**config.mk**
```make
export PLATFORM = sky130hd
export DESIGN_NAME = trap_controller
export DESIGN_NICKNAME = d
export VERILOG_FILES = /design/src/rtl/trap_pkg.sv /design/src/rtl/trap_cause_arbiter.sv /design/src/rtl/trap_controller.sv
export SDC_FILE = /design/constraint.sdc
export NUM_CORES = 1
export LEC_CHECK = 0
export CORE_MARGIN = 5
export CORE_UTILIZATION = 55
export CTS_CLUSTER_DIAMETER = 200
export CTS_CLUSTER_SIZE = 8
export DETAILED_ROUTE_END_ITERATION = 12
export DONT_BUFFER_PORTS = 1
export PLACE_DENSITY_LB_ADDON = 0.05
export SYNTH_ARGS = -nofsm -noshare
export SYNTH_HDL_FRONTEND = slang
export SYNTH_SLANG_ARGS = --single-unit
```
**constraint.sdc**
```tcl
create_clock -name clk -period 4.4 [get_ports clk]
set_input_delay 0.88 -clock clk [delete_from_list [all_inputs] [get_ports clk]]
set_output_delay 0.88 -clock clk [all_outputs]
set_load 0.01 [all_outputs]
```
**src/rtl/trap_pkg.sv**
```systemverilog
// Shared definitions for the machine-mode trap sequencer.
// CSR indices, cause codes, mstatus fields and FSM states.
package trap_pkg;

   localparam int unsigned CSR_MSTATUS = 0;
   localparam int unsigned CSR_MISA    = 1;
   localparam int unsigned CSR_MIE     = 2;
   localparam int unsigned CSR_MTVEC   = 3;
   localparam int unsigned CSR_MEPC    = 4;
   localparam int unsigned CSR_MCAUSE  = 5;
   localparam int unsigned CSR_MTVAL   = 6;
   localparam int unsigned CSR_MIP     = 7;

   localparam logic [3:0] CODE_ILLEGAL = 4'd2;
   localparam logic [3:0] CODE_EBREAK  = 4'd3;
   localparam logic [3:0] CODE_ECALL   = 4'd11;
   localparam logic [3:0] CODE_MSI     = 4'd3;
   localparam logic [3:0] CODE_MTI     = 4'd7;
   localparam logic [3:0] CODE_MEI     = 4'd11;

   localparam int unsigned MST_MIE    = 3;
   localparam int unsigned MST_MPIE   = 7;
   localparam int unsigned MST_MPP_LO = 11;
   localparam int unsigned MST_MPP_HI = 12;

   typedef enum logic [2:0] {
      S_IDLE    = 3'd0,
      S_W_MEPC  = 3'd1,
      S_W_MCAUS = 3'd2,
      S_W_MTVAL = 3'd3,
      S_W_MSTAT = 3'd4,
      S_T_REDIR = 3'd5,
      S_M_MSTAT = 3'd6,
      S_M_REDIR = 3'd7
   } trap_state_e;

   typedef struct packed {
      logic       valid;
      logic       is_irq;
      logic [3:0] code;
   } trap_cause_t;

   // Save MIE into MPIE, mask interrupts, record M-mode as previous
   function automatic logic [31:0] mstatus_on_trap(input logic [31:0] s);
      logic [31:0] r;
      r = s;
      r[MST_MPIE] = s[MST_MIE];
      r[MST_MIE]  = 1'b0;
      r[MST_MPP_HI:MST_MPP_LO] = 2'b11;
      return r;
   endfunction

   // Restore MIE from MPIE and re-arm MPIE; MPP is left alone
   function automatic logic [31:0] mstatus_on_mret(input logic [31:0] s);
      logic [31:0] r;
      r = s;
      r[MST_MIE]  = s[MST_MPIE];
      r[MST_MPIE] = 1'b1;
      return r;
   endfunction

endpackage

```
**src/rtl/trap_cause_arbiter.sv**
```systemverilog
// Fixed-priority trap cause selection.
// Interrupts beat exceptions; result gated by instr_valid.
module trap_cause_arbiter
   import trap_pkg::*;
(
   input  logic        i_instr_valid,
   input  logic        i_exc_illegal,
   input  logic        i_exc_ebreak,
   input  logic        i_exc_ecall,
   input  logic        i_ext_irq,
   input  logic        i_sw_irq,
   input  logic        i_timer_irq,
   input  logic        i_mien,
   input  logic        i_meien,
   input  logic        i_msien,
   input  logic        i_mtien,
   output trap_cause_t o_cause
);

   logic w_mei;
   logic w_msi;
   logic w_mti;
   logic w_irq;
   logic w_exc;

   assign w_mei = i_mien & i_meien & i_ext_irq;
   assign w_msi = i_mien & i_msien & i_sw_irq;
   assign w_mti = i_mien & i_mtien & i_timer_irq;
   assign w_irq = w_mei | w_msi | w_mti;
   assign w_exc = i_exc_illegal | i_exc_ebreak | i_exc_ecall;

   // Priority encode: MEI > MSI > MTI > illegal > ebreak > ecall
   always_comb begin
      o_cause = '0;
      if (i_instr_valid) begin
         if (w_irq) begin
            o_cause.valid  = 1'b1;
            o_cause.is_irq = 1'b1;
            if (w_mei)      o_cause.code = CODE_MEI;
            else if (w_msi) o_cause.code = CODE_MSI;
            else            o_cause.code = CODE_MTI;
         end else if (w_exc) begin
            o_cause.valid = 1'b1;
            if (i_exc_illegal)     o_cause.code = CODE_ILLEGAL;
            else if (i_exc_ebreak) o_cause.code = CODE_EBREAK;
            else                   o_cause.code = CODE_ECALL;
         end
      end
   end

endmodule

```
**src/rtl/trap_controller.sv**
```systemverilog
// Machine-mode trap / mret sequencer driving the CSR write port.
// Saves trap state, updates mstatus and redirects the PC.
module trap_controller
   import trap_pkg::*;
#(
   parameter bit          VECTORED_EN = 1'b1,
   parameter int unsigned CSR_ADD_W   = 4
) (
   input  logic                 clk,
   input  logic                 rst,
   input  logic                 instr_valid,
   input  logic [31:0]          pc,
   input  logic                 exc_illegal,
   input  logic                 exc_ebreak,
   input  logic                 exc_ecall,
   input  logic [31:0]          exc_tval,
   input  logic                 mret,
   input  logic                 ext_irq,
   input  logic                 sw_irq,
   input  logic                 timer_irq,
   input  logic                 MIEN,
   input  logic                 MEIEN,
   input  logic                 MTIEN,
   input  logic                 MSIEN,
   input  logic [31:0]          csr_rd_data,
   output logic                 trap_csr_sel,
   output logic [CSR_ADD_W-1:0] trap_csr_add,
   output logic [31:0]          trap_csr_wr_data,
   output logic                 trap_csr_write,
   output logic                 take_trap,
   output logic                 stall,
   output logic                 redirect,
   output logic [31:0]          redirect_pc,
   output logic                 handling_mode
);

   localparam logic [CSR_ADD_W-1:0] A_MSTATUS = CSR_ADD_W'(CSR_MSTATUS);
   localparam logic [CSR_ADD_W-1:0] A_MTVEC   = CSR_ADD_W'(CSR_MTVEC);
   localparam logic [CSR_ADD_W-1:0] A_MEPC    = CSR_ADD_W'(CSR_MEPC);
   localparam logic [CSR_ADD_W-1:0] A_MCAUSE  = CSR_ADD_W'(CSR_MCAUSE);
   localparam logic [CSR_ADD_W-1:0] A_MTVAL   = CSR_ADD_W'(CSR_MTVAL);

   trap_state_e r_state;
   trap_state_e w_next;

   logic [31:0] r_epc;
   logic [31:0] r_cause;
   logic [31:0] r_tval;
   logic        r_handling;

   trap_cause_t w_cause;
   logic        w_idle;
   logic        w_take_trap;
   logic        w_take_mret;
   logic [31:0] w_base;
   logic        w_vec;

   trap_cause_arbiter u_arb (
      .i_instr_valid (instr_valid),
      .i_exc_illegal (exc_illegal),
      .i_exc_ebreak  (exc_ebreak),
      .i_exc_ecall   (exc_ecall),
      .i_ext_irq     (ext_irq),
      .i_sw_irq      (sw_irq),
      .i_timer_irq   (timer_irq),
      .i_mien        (MIEN),
      .i_meien       (MEIEN),
      .i_msien       (MSIEN),
      .i_mtien       (MTIEN),
      .o_cause       (w_cause)
   );

   assign w_idle      = (r_state == S_IDLE) & ~rst;
   assign w_take_trap = w_idle & w_cause.valid;
   assign w_take_mret = w_idle & instr_valid & mret & ~w_cause.valid;

   assign w_base = {csr_rd_data[31:2], 2'b00};
   assign w_vec  = VECTORED_EN & csr_rd_data[0] & r_cause[31];

   assign take_trap     = w_take_trap;
   assign handling_mode = r_handling & ~rst;

   // State register
   always_ff @(posedge clk) begin
      if (rst) r_state <= S_IDLE;
      else     r_state <= w_next;
   end

   // Capture trap context on accept; track handler activity
   always_ff @(posedge clk) begin
      if (rst) begin
         r_epc      <= '0;
         r_cause    <= '0;
         r_tval     <= '0;
         r_handling <= 1'b0;
      end else begin
         if (w_take_trap) begin
            r_epc   <= pc;
            r_cause <= {w_cause.is_irq, 27'b0, w_cause.code};
            r_tval  <= w_cause.is_irq ? 32'd0 : exc_tval;
         end
         if (r_state == S_T_REDIR)      r_handling <= 1'b1;
         else if (r_state == S_M_REDIR) r_handling <= 1'b0;
      end
   end

   // Next-state sequencing
   always_comb begin
      w_next = r_state;
      unique case (r_state)
         S_IDLE: begin
            if (w_take_trap)      w_next = S_W_MEPC;
            else if (w_take_mret) w_next = S_M_MSTAT;
         end
         S_W_MEPC:  w_next = S_W_MCAUS;
         S_W_MCAUS: w_next = S_W_MTVAL;
         S_W_MTVAL: w_next = S_W_MSTAT;
         S_W_MSTAT: w_next = S_T_REDIR;
         S_T_REDIR: w_next = S_IDLE;
         S_M_MSTAT: w_next = S_M_REDIR;
         S_M_REDIR: w_next = S_IDLE;
         default:   w_next = S_IDLE;
      endcase
   end

   // CSR port, stall and redirect per state; all quiet during reset
   always_comb begin
      trap_csr_sel     = 1'b0;
      trap_csr_add     = '0;
      trap_csr_wr_data = '0;
      trap_csr_write   = 1'b0;
      stall            = 1'b0;
      redirect         = 1'b0;
      redirect_pc      = '0;
      if (!rst) begin
         unique case (r_state)
            S_IDLE: begin
               stall = w_take_trap | w_take_mret;
            end
            S_W_MEPC: begin
               trap_csr_sel     = 1'b1;
               trap_csr_write   = 1'b1;
               stall            = 1'b1;
               trap_csr_add     = A_MEPC;
               trap_csr_wr_data = r_epc & 32'hFFFF_FFFC;
            end
            S_W_MCAUS: begin
               trap_csr_sel     = 1'b1;
               trap_csr_write   = 1'b1;
               stall            = 1'b1;
               trap_csr_add     = A_MCAUSE;
               trap_csr_wr_data = r_cause;
            end
            S_W_MTVAL: begin
               trap_csr_sel     = 1'b1;
               trap_csr_write   = 1'b1;
               stall            = 1'b1;
               trap_csr_add     = A_MTVAL;
               trap_csr_wr_data = r_tval;
            end
            S_W_MSTAT: begin
               trap_csr_sel     = 1'b1;
               trap_csr_write   = 1'b1;
               stall            = 1'b1;
               trap_csr_add     = A_MSTATUS;
               trap_csr_wr_data = mstatus_on_trap(csr_rd_data);
            end
            S_T_REDIR: begin
               trap_csr_sel = 1'b1;
               stall        = 1'b1;
               redirect     = 1'b1;
               trap_csr_add = A_MTVEC;
               redirect_pc  = w_vec
                  ? w_base + {26'b0, r_cause[3:0], 2'b00}
                  : w_base;
            end
            S_M_MSTAT: begin
               trap_csr_sel     = 1'b1;
               trap_csr_write   = 1'b1;
               stall            = 1'b1;
               trap_csr_add     = A_MSTATUS;
               trap_csr_wr_data = mstatus_on_mret(csr_rd_data);
            end
            S_M_REDIR: begin
               trap_csr_sel = 1'b1;
               stall        = 1'b1;
               redirect     = 1'b1;
               trap_csr_add = A_MEPC;
               redirect_pc  = csr_rd_data;
            end
            default: begin
               stall = 1'b0;
            end
         endcase
      end
   end

endmodule

```
== Word level (Yosys, flattened, before mapping) ==
Cells that the tools add are included.

* Flip-flop bits (word level): 73
* Output and inout bits: 74
* Bits of input ports: 110

* $add $sub $neg: 1
* Mux-type cells: 31
* Equal/unequal tests: 8
* Reduce and logical (&&, ||, !) cells: 6
* Bitwise logic cells: 20

{| class="wikitable"
|+ Operator list
! cell !! number
|-
| $pmux 32 s5 || 1
|-
| $mux 32 || 4
|-
| $pmux 32 s2 || 1
|-
| $add 32x6->32 || 1
|-
| $pmux 3 s7 || 1
|-
| $mux 4 || 5
|-
| $and 1x1->1 || 13
|-
| $eq 3x3->1 const B || 4
|-
| $mux 1 || 12
|-
| $mux 3 || 4
|-
| $pmux 3 s4 || 1
|-
| $reduce_or 7->1 || 1
|-
| $eq 3x2->1 const B || 2
|-
| $mux 6 || 1
|-
| $or 1x1->1 || 5
|-
| $reduce_or 5->1 || 1
|-
| $reduce_or 2->1 || 2
|-
| $eq 3x1->1 const B || 1
|-
| $logic_not 3->1 || 1
|-
| $ne 3x3->1 const B || 1
|-
| $not 1->1 || 2
|-
| $pmux 1 s2 || 1
|-
| $reduce_bool 2->1 || 1
|}

== Logic depth before layout (Yosys ltp) ==
* Depth in word-level cells: 11
* Gate-level depth with buffers: 8
* Gate-level depth less buffers: 6

== By module ==
A second synthesis with hierarchy kept.

* Cells, all modules: 612
* Area, all modules: 4601.9 µm²

{| class="wikitable"
|+ By module, submodules not included
! module !! times used !! cells each !! area each (µm²)
|-
| trap_controller || 1 || 598 || 4503.1
|-
| trap_cause_arbiter || 1 || 14 || 98.8
|}

== Worst setup path before layout ==
No wires, ideal clock.

* Kind: input-to-output
* Start: in csr_rd_data[2]
* End: out redirect_pc[22]
* Path slack: 934 ps
* Arrival time: 2586 ps
* Cell stages on the path: 6
* Cells stage by stage: ha_1 > fa_1 > nand3_1 > a2111o_1 > or4_1 > a21oi_1

* Cells in the longest elaborated chain, start to end: 4

{| class="wikitable"
|+ RTL lines
! what !! RTL line !! RTL
|-
| from (decl) || trap_controller.sv:25 || <nowiki>input logic [31:0] csr_rd_data,</nowiki>
|-
| $add 32x6->32 || trap_controller.sv:174 || <nowiki>? w_base + {26'b0, r_cause[3:0], 2'b00}</nowiki>
|-
| $mux 32 || trap_controller.sv:174 ||
|-
| $pmux 32 s2 || trap_controller.sv:136 || <nowiki>unique case (r_state)</nowiki>
|-
| $mux 32 || trap_controller.sv:135 || <nowiki>if (!rst) begin</nowiki>
|-
| to (decl) || trap_controller.sv:33 || <nowiki>output logic [31:0] redirect_pc,</nowiki>
|}

No other way between the ends.

== Worst setup path after layout ==
Ends and elaborated chain as after synthesis.

==> qor.yml <==
grt_max_degree: 49
async_flop_share: 0
grt_usage: 0.266
fin_total_pwr_w: 0.00188
hp-class: "reg -> reg"
placedCellCount: 620
syn_area_um2: 4380
synth-edff-count: 0
finalWeightedCongestion: 0.866
start_kind: "primary input"
finalNetCount: 644
finalCritPeriodShare: 0.860
yosys.area.top_type: "dfxtp_1"
die-area_um2: 9850
grt_pass1_wl_um: 21100
seq_area_frac_synth: 0.324
setup_slack_ns: 0.617
cts_root_buf: "clkbuf_8"
crit_path_end_kind: "output port"
die_h_um: 99.3
synth_warnings: 0
first_iter_violations: 265
critPathKind: "in -> out"
dp_slack_ns: 0.614
cts_tree: "yes"
p_leak_nw: 1.65
synth_area_leaders: "dfxtp_1, mux2_2, a22o_1"
overflow: 0
status: "finished clean"
finalSetupViolations: 0
hold_buffers: 0
worst_pin_slew_ns: 0.989
cp.arrival_ns: 2.90
synth_cells: 554
yosysUniqueCellTypes: 50
dp_hpwl_um: 9990
port_buffers: 0
dr.pass1.iters: 5
vdd_drop_max_v: 0.000287
max_freq_mhz: 264
postLayoutCellArea_um2: 4620
power.density_nw_per_um2: 407
cp.required_ns: 3.52
syn-num-nets: 669
post_cts_buffers: 0
avgRoutedWirePerCell_um: 21.5
avgSynthCellArea_um2: 7.91
finalHoldViolations: 0
die_x_um: 99.3
clockBufferDepth: 2
max_cap_violations: 0
antenna_found_initial: 0
detail-route-antenna-nets: 0
totalNegativeSetupSlack_ns: 0
io_pins: 184
synth_top_area_frac: 0.324
cts_resized: 0
wl_um: 13600
rows: 32
relSlewSlack: 0.340
clk_pin_slew_ns: 0.07
rsz0062_at_grt: "no"
synth-main-ff-cell: "dfxtp_1"
path_max_fanout: 18
antennaDiodeCount: 0
syn_to_final_growth_pct: 5.34
core_um2: 7730
clock_sinks: 71
htreeDepth: 3
num_vias: 4229
skew_ns: 0.00772
clk-insertion-delay-late_ns: 0.34
placed_area_um2: 4410
numCtsBuffers: 9
initial_core_util: 0.567
synth_seq_cells: 71
drv_slew: 0
drive_above_1_share: 0.122
drc: 0
viasPerCell: 6.65
grt_pass1_vias: 3930
stdcell_count: 636
post-route-min-period_ns: 3.78
[where the power goes]
part           switching [W]  total, W  internal, W
logic               0.000333  0.000550     0.000217
clock network       0.000225  0.000532     0.000307
registers          0.0000655  0.000799     0.000734
total               0.000623   0.00188      0.00126
[worst paths after layout]
check / from / endpoint / cells after the start / slack (ns)
setup / recovery: csr_rd_data[2] / redirect_pc[22] / 6 / 0.62
hold / removal: r_epc[10]$_SDFFE_PP0P_ / r_epc[10]$_SDFFE_PP0P_ / 2 / 0.45
setup reg to reg: r_state[1]$_SDFFE_PP0P_ / r_tval[4]$_SDFFE_PP0P_ / 7 / 1.66
hold reg to reg: r_epc[10]$_SDFFE_PP0P_ / r_epc[10]$_SDFFE_PP0P_ / 2 / 0.45
[registers in the layout, summed over array words and instances (netlist names)]
| signal | count |
|---|---|
| r_tval | 32 |
| r_epc | 30 |
| r_state | 3 |
| r_cause | 5 |
| r_handling | 1 |
[cell usage in the layout (no fill, tap or decap), drive strengths merged, types with 8 or more instances in the layout]
master and count:
o21ai 45, inv 10, nand3 40, or4 11, nor2 39, buf 10
nand2 59, a22oi 30, or3 15, mux2 31, a22o 35, a21oi 34
clkbuf 13, nor3 8, dfxtp 71, o31ai 11
[stage by stage]
step                hold slack [ns]   util
floorplan                     0.426      -
global placement              0.436  0.570
detailed placement            0.440  0.570
CTS                           0.451  0.597
global route                  0.465  0.597
finish                        0.449  0.597
[cell families (layout without fill, tap and decap cells)]
family	after synthesis	after routing	share of synthesized area
compound gates	173	173	0.265
xor+xnor	4	4	0.00799
fa+ha+maj	5	5	0.0160
buf+inv	56	36	0.0528
flops	71	71	0.324
mux	36	36	0.0911
other cells	1	1	0.000856
simple gates	208	208	0.242
[critical path, cell delays in order]
cell,delay (ns)
ha_1,0.19
fa_1,0.23
nand3_1,0.16
a2111o_1,0.60
or4_1,0.57
a21oi_1,0.27
[per-layer routing]
layer  global-route usage  vias to the layer above  part of all wire
met3               0.0863                       21              0.11
met1                0.364                     1977              0.43
met4               0.0914                        0             0.016
met2                0.394                      212              0.44
li1                     -                     2019                 -
met5                    0                        -                 0
[Yosys cell counts (4+ instances only)]
master    count
xnor2_1       4
nor3_1        7
a22oi_1      30
o31ai_1      11
or3_1        15
mux2i_1       5
and3_1        4
mux2_2       31
clkbuf_1     28
nor2_1       39
and2_1        5
nand4_1       6
and4_1        6
nand2_1      59
nor2b_1       4
buf_2        14
a21oi_1      34
or4_1        11
dfxtp_1      71
a22o_1       35
o21ai_1       4
nand3_1      40
ha_1          4
inv_1         9
o21ai_0      41
[area by class of cell]
cell class,instances,area (µm²)
clock buffer,13,169
clock inverter,3,40.0
fill,760,3110
inverter,10,37.5
multi-input combinational,427,2750
sequential,71,1420
tap,102,128
timing repair buffer,10,75.1
Note: power is estimated with default switching activity, not from simulation.
==> variant 1, RTL diff (same settings) <==
The parameter `CSR_ADD_W` goes from 4 to 3.
--- a/src/rtl/trap_controller.sv
+++ b/src/rtl/trap_controller.sv
@@ -6,3 +6,3 @@
    parameter bit          VECTORED_EN = 1'b1,
-   parameter int unsigned CSR_ADD_W   = 4
+   parameter int unsigned CSR_ADD_W   = 3
 ) (
Interface: changed (resized trap_csr_add); port bits go from 184 to 183. The function was not compared with the original's and may differ.
==> variant 1 against the unedited design <==
Design area fell by 0.46%. Routed wire length increased by 1.1%. Clock power is 9.0% lower. First-iteration DRC count grew 5.3%. Synthesized area fell by 0.26%. Non-clock buffer count did not move. Power is 2.5% lower. Sequential cell count unchanged. Clock skew increased by 0.0075 ns. Worst setup slack got worse by 0.013 ns. Fmax decreased by 0.35%. Critical path type unchanged. Critical endpoint is now redirect_pc[20]. Largest cell class unchanged. Largest power group unchanged.
==> variant 1: results (changes against the unedited design) <==
metric	value	unit	change
status	complete, no violations		
Synth area leaders	dfxtp_1, mux2_2, a22o_1		
Yosys cell types	48		-4.0%
Tightest Pin Transition	1.04	ns	+0.0491 ns
critical path arrival	2.92	ns	+0.02 ns
P_int	1.19	mW	-5.5%
worst setup margin	0.604	ns	-0.0133 ns
Compound-Gate Fraction of Synth Area	26.6	%	+0.068 points
Sw Share	35.2	%	+2.1 points
Place WS	0.613	ns	-0.00104 ns
hold slack	0.448	ns	-0.000495 ns
vias per cell	6.66		+0.11%
Placer Congestion	0.872		+0.77%
placed inst area	4400	sq um	about the same
final wirelength	13.8	mm	+1.1%
reg-to-reg endpoint	r_tval[0]$_SDFFE_PP0P_		
Synth Area in Adders	1.60	%	+0.0041 points
seq pwr	798	uW	about the same
Pleak	1.63	nW	-1.5%
ratio of cells with drive above 1 in the final layout	12.4	%	+0.21 points
vias in the first global route	3844		-2.2%
Setup Skew	0.0152	ns	+0.00748 ns
syn avg cell area	7.92	sq um	+0.10%
top_reg_cell synth	dfxtp_1		
Layout Nets	643		-0.16%
reg2reg setup slack	1.58	ns	-0.08 ns
Initial DRC Count	279		+5.3%
Peak VDD IR	0.308	mV	+7.3%
DP Cell Count	619		-0.16%
Syn Nets	667		-0.30%
first drt pass iteration count	5		unchanged
XOR/XNOR share of the synthesized area	0.801	%	+0.0021 points
Clk power	484	uW	-9.0%
worst-path fanout max	18		unchanged
dpl hpwl	10.0	mm	+0.50%
Routed WL per cell	21.7	um	+1.3%
post-synthesis mux area share	9.13	%	+0.023 points
total track usage	26.7	%	+0.081 points
==> variant 1: changes by cell type after synthesis, sizes merged <==
cell and change:
conb -1, buf -1
==> variant 1: per-layer routing <==
metal  vias up  routed length (um)  global-route usage [%]
met3        14                1510                    7.50
met1      2004                6010                    38.4
met5         -                   0                       0
li1       2012                   -                       -
met4         0                 162                    5.67
met2       197                6110                    39.9
==> variant 1: layout make-up <==
cell class | instances | area [sq um]
inverters | 10 | 37.5
fillers | 725 | 3130
flip-flops and latches | 71 | 1420
clock buffers | 11 | 151
repair buffers | 10 | 75.1
multi-input cells | 426 | 2740
clock inverters | 5 | 40.0
well taps | 102 | 128
==> variant 1: worst max-delay path by stage <==
stage | start | endpoint
after global placement | csr_rd_data[2] | redirect_pc[22]
after floorplan | csr_rd_data[2] | redirect_pc[22]
after detailed placement | csr_rd_data[2] | redirect_pc[20]
final | csr_rd_data[2] | redirect_pc[20]
after global routing | csr_rd_data[2] | redirect_pc[28]
after CTS | csr_rd_data[2] | redirect_pc[20]
==> variant 2, RTL diff (same flow settings) <==
Made on the original files. Put a register stage on the output `redirect_pc`, with the module's reset. The value now appears one clock later. The other outputs are not delayed to match.
--- a/src/rtl/trap_controller.sv
+++ b/src/rtl/trap_controller.sv
@@ -42,2 +42,4 @@
 
+   logic [31:0] redirect_pc_d;
+
    trap_state_e r_state;
@@ -133,3 +135,3 @@
       redirect         = 1'b0;
-      redirect_pc      = '0;
+      redirect_pc_d    = '0;
       if (!rst) begin
@@ -172,3 +174,3 @@
                trap_csr_add = A_MTVEC;
-               redirect_pc  = w_vec
+               redirect_pc_d = w_vec
                   ? w_base + {26'b0, r_cause[3:0], 2'b00}
@@ -188,3 +190,3 @@
                trap_csr_add = A_MEPC;
-               redirect_pc  = csr_rd_data;
+               redirect_pc_d = csr_rd_data;
             end
@@ -197,2 +199,10 @@
 
+   always_ff @(posedge clk) begin
+      if (rst) begin
+         redirect_pc <= '0;
+      end else begin
+         redirect_pc <= redirect_pc_d;
+      end
+   end
+
 endmodule
Formal check against the unedited RTL: not equivalent (a bounded check fails within 4 cycles, from zero or initial values and one cycle with rst high).
==> variant 2 against the unedited design <==
Register-to-register slack improved by 0.07 ns. Worst setup slack better by 0.26 ns. Sequential cell count grew 32. Power up 37%. Non-clock buffer count decreased by 5. Synthesized area rose by 11%. Design area increased by 10%. Routed wire length shrank 2.8%. Critical endpoint is now trap_csr_wr_data[12].
==> variant 2: results (changes against the unedited design) <==
metric	value	unit	change
crit-path leading delay family	simple AND/OR/NAND/NOR gates		
Initial DRC Count	169		-36%
DR WL met3	1.08	mm	-28%
met1 WL	6.22	mm	+5.4%
biggest regs	r_tval: 32 flops, redirect_pc: 32 flops, r_epc: 30 flops		
Syn Nets	688		+2.8%
first-pass GRT wire length	20.6	mm	-2.2%
Tightest Pin Transition	1.14	ns	+0.149 ns
GR Util met3	7.39	%	-1.2 points
Setup Skew	0.00989	ns	+0.00218 ns
Yosys cell types	49		-2.0%
Pleak	1.92	nW	+16%
Hold Startpoint	r_epc[19]$_SDFFE_PP0P_		
Layout Nets	667		+3.6%
hold depth	2		unchanged
Max stage delay cell, worst path	nor2_2		
final wirelength	13.3	mm	-2.8%
vias in the first global route	3675		-6.5%
status	complete, no violations		
top cells by count, synth	dfxtp_1, nand2_1, nor2_1		
worst-path fanout max	27		+9
critical path arrival	2.64	ns	-0.26 ns
number of fill cells in the layout	804		+5.8%
reg2reg setup slack	1.73	ns	+0.07 ns
r2r worst-path depth	6		-1
Synth area leaders	dfxtp_1, mux2_2, nand2_1		
sequential area share after synthesis	42.3	%	+9.8 points
met2 wire len	5.84	mm	-2.8%
ratio of cells with drive above 1 in the final layout	11.5	%	-0.68 points
clock latency on the worst-skew pair	0.37	ns	+0.03 ns
dpl hpwl	9.92	mm	-0.76%
total track usage	23.5	%	-3.1 points
Place WS	1.18	ns	+0.566 ns
[variant 2: cell type report]
| type | count | share of cell area (%) |
|---|---|---|
| Clock inverter | 6 | 1.03 |
| Inverter | 13 | 0.959 |
| Tap cell | 108 | 2.66 |
| Clock buffer | 10 | 2.51 |
| Sequential cell | 103 | 40.6 |
| Timing Repair Buffer | 5 | 0.738 |
| Multi-Input combinational cell | 420 | 51.5 |
[variant 2: kinds of logic after synthesis]
family          count (synthesis)  synth area share [%]
compound gates                144                  20.0
xor+xnor                       20                  3.59
fa+ha+maj                       5                  1.44
buf+inv                        50                  4.28
flops                         103                  42.3
mux                            30                  6.93
other cells                     1                0.0769
simple gates                  220                  21.4
[variant 2: metrics by stage]
| stage | cells | hold slack (ns) | utilization, % |
|---|---|---|---|
| after global routing | 665 | 0.477 | 58.6 |
| after detailed placement | 649 | 0.441 | 56.5 |
| after floorplan | 573 | 0.426 | - |
| after CTS | 665 | 0.457 | 58.6 |
| final | 665 | 0.456 | 58.6 |
| after global placement | 649 | 0.437 | 56.5 |
[variant 2: worst max-delay path by stage]
stage | startpoint | to | slack, ns | depth (start not counted)
after floorplan | ext_irq | stall | 1.59 | 5
after global placement | ext_irq | stall | 1.22 | 5
after detailed placement | ext_irq | stall | 1.18 | 5
after CTS | r_state[0]$_SDFFE_PP0P_ | trap_csr_wr_data[12] | 0.89 | 4
after global routing | r_state[0]$_SDFFE_PP0P_ | trap_csr_wr_data[11] | 0.65 | 4
final | r_state[0]$_SDFFE_PP0P_ | trap_csr_wr_data[12] | 0.88 | 4
[variant 2: report_power, final]
| group | switching, mW | internal (mW) | leakage (nW) |
|---|---|---|---|
| Combinational | 0.454 | 0.319 | 0.994 |
| Sequential | 0.175 | 1.08 | 0.839 |
| Clock | 0.339 | 0.214 | 0.0850 |
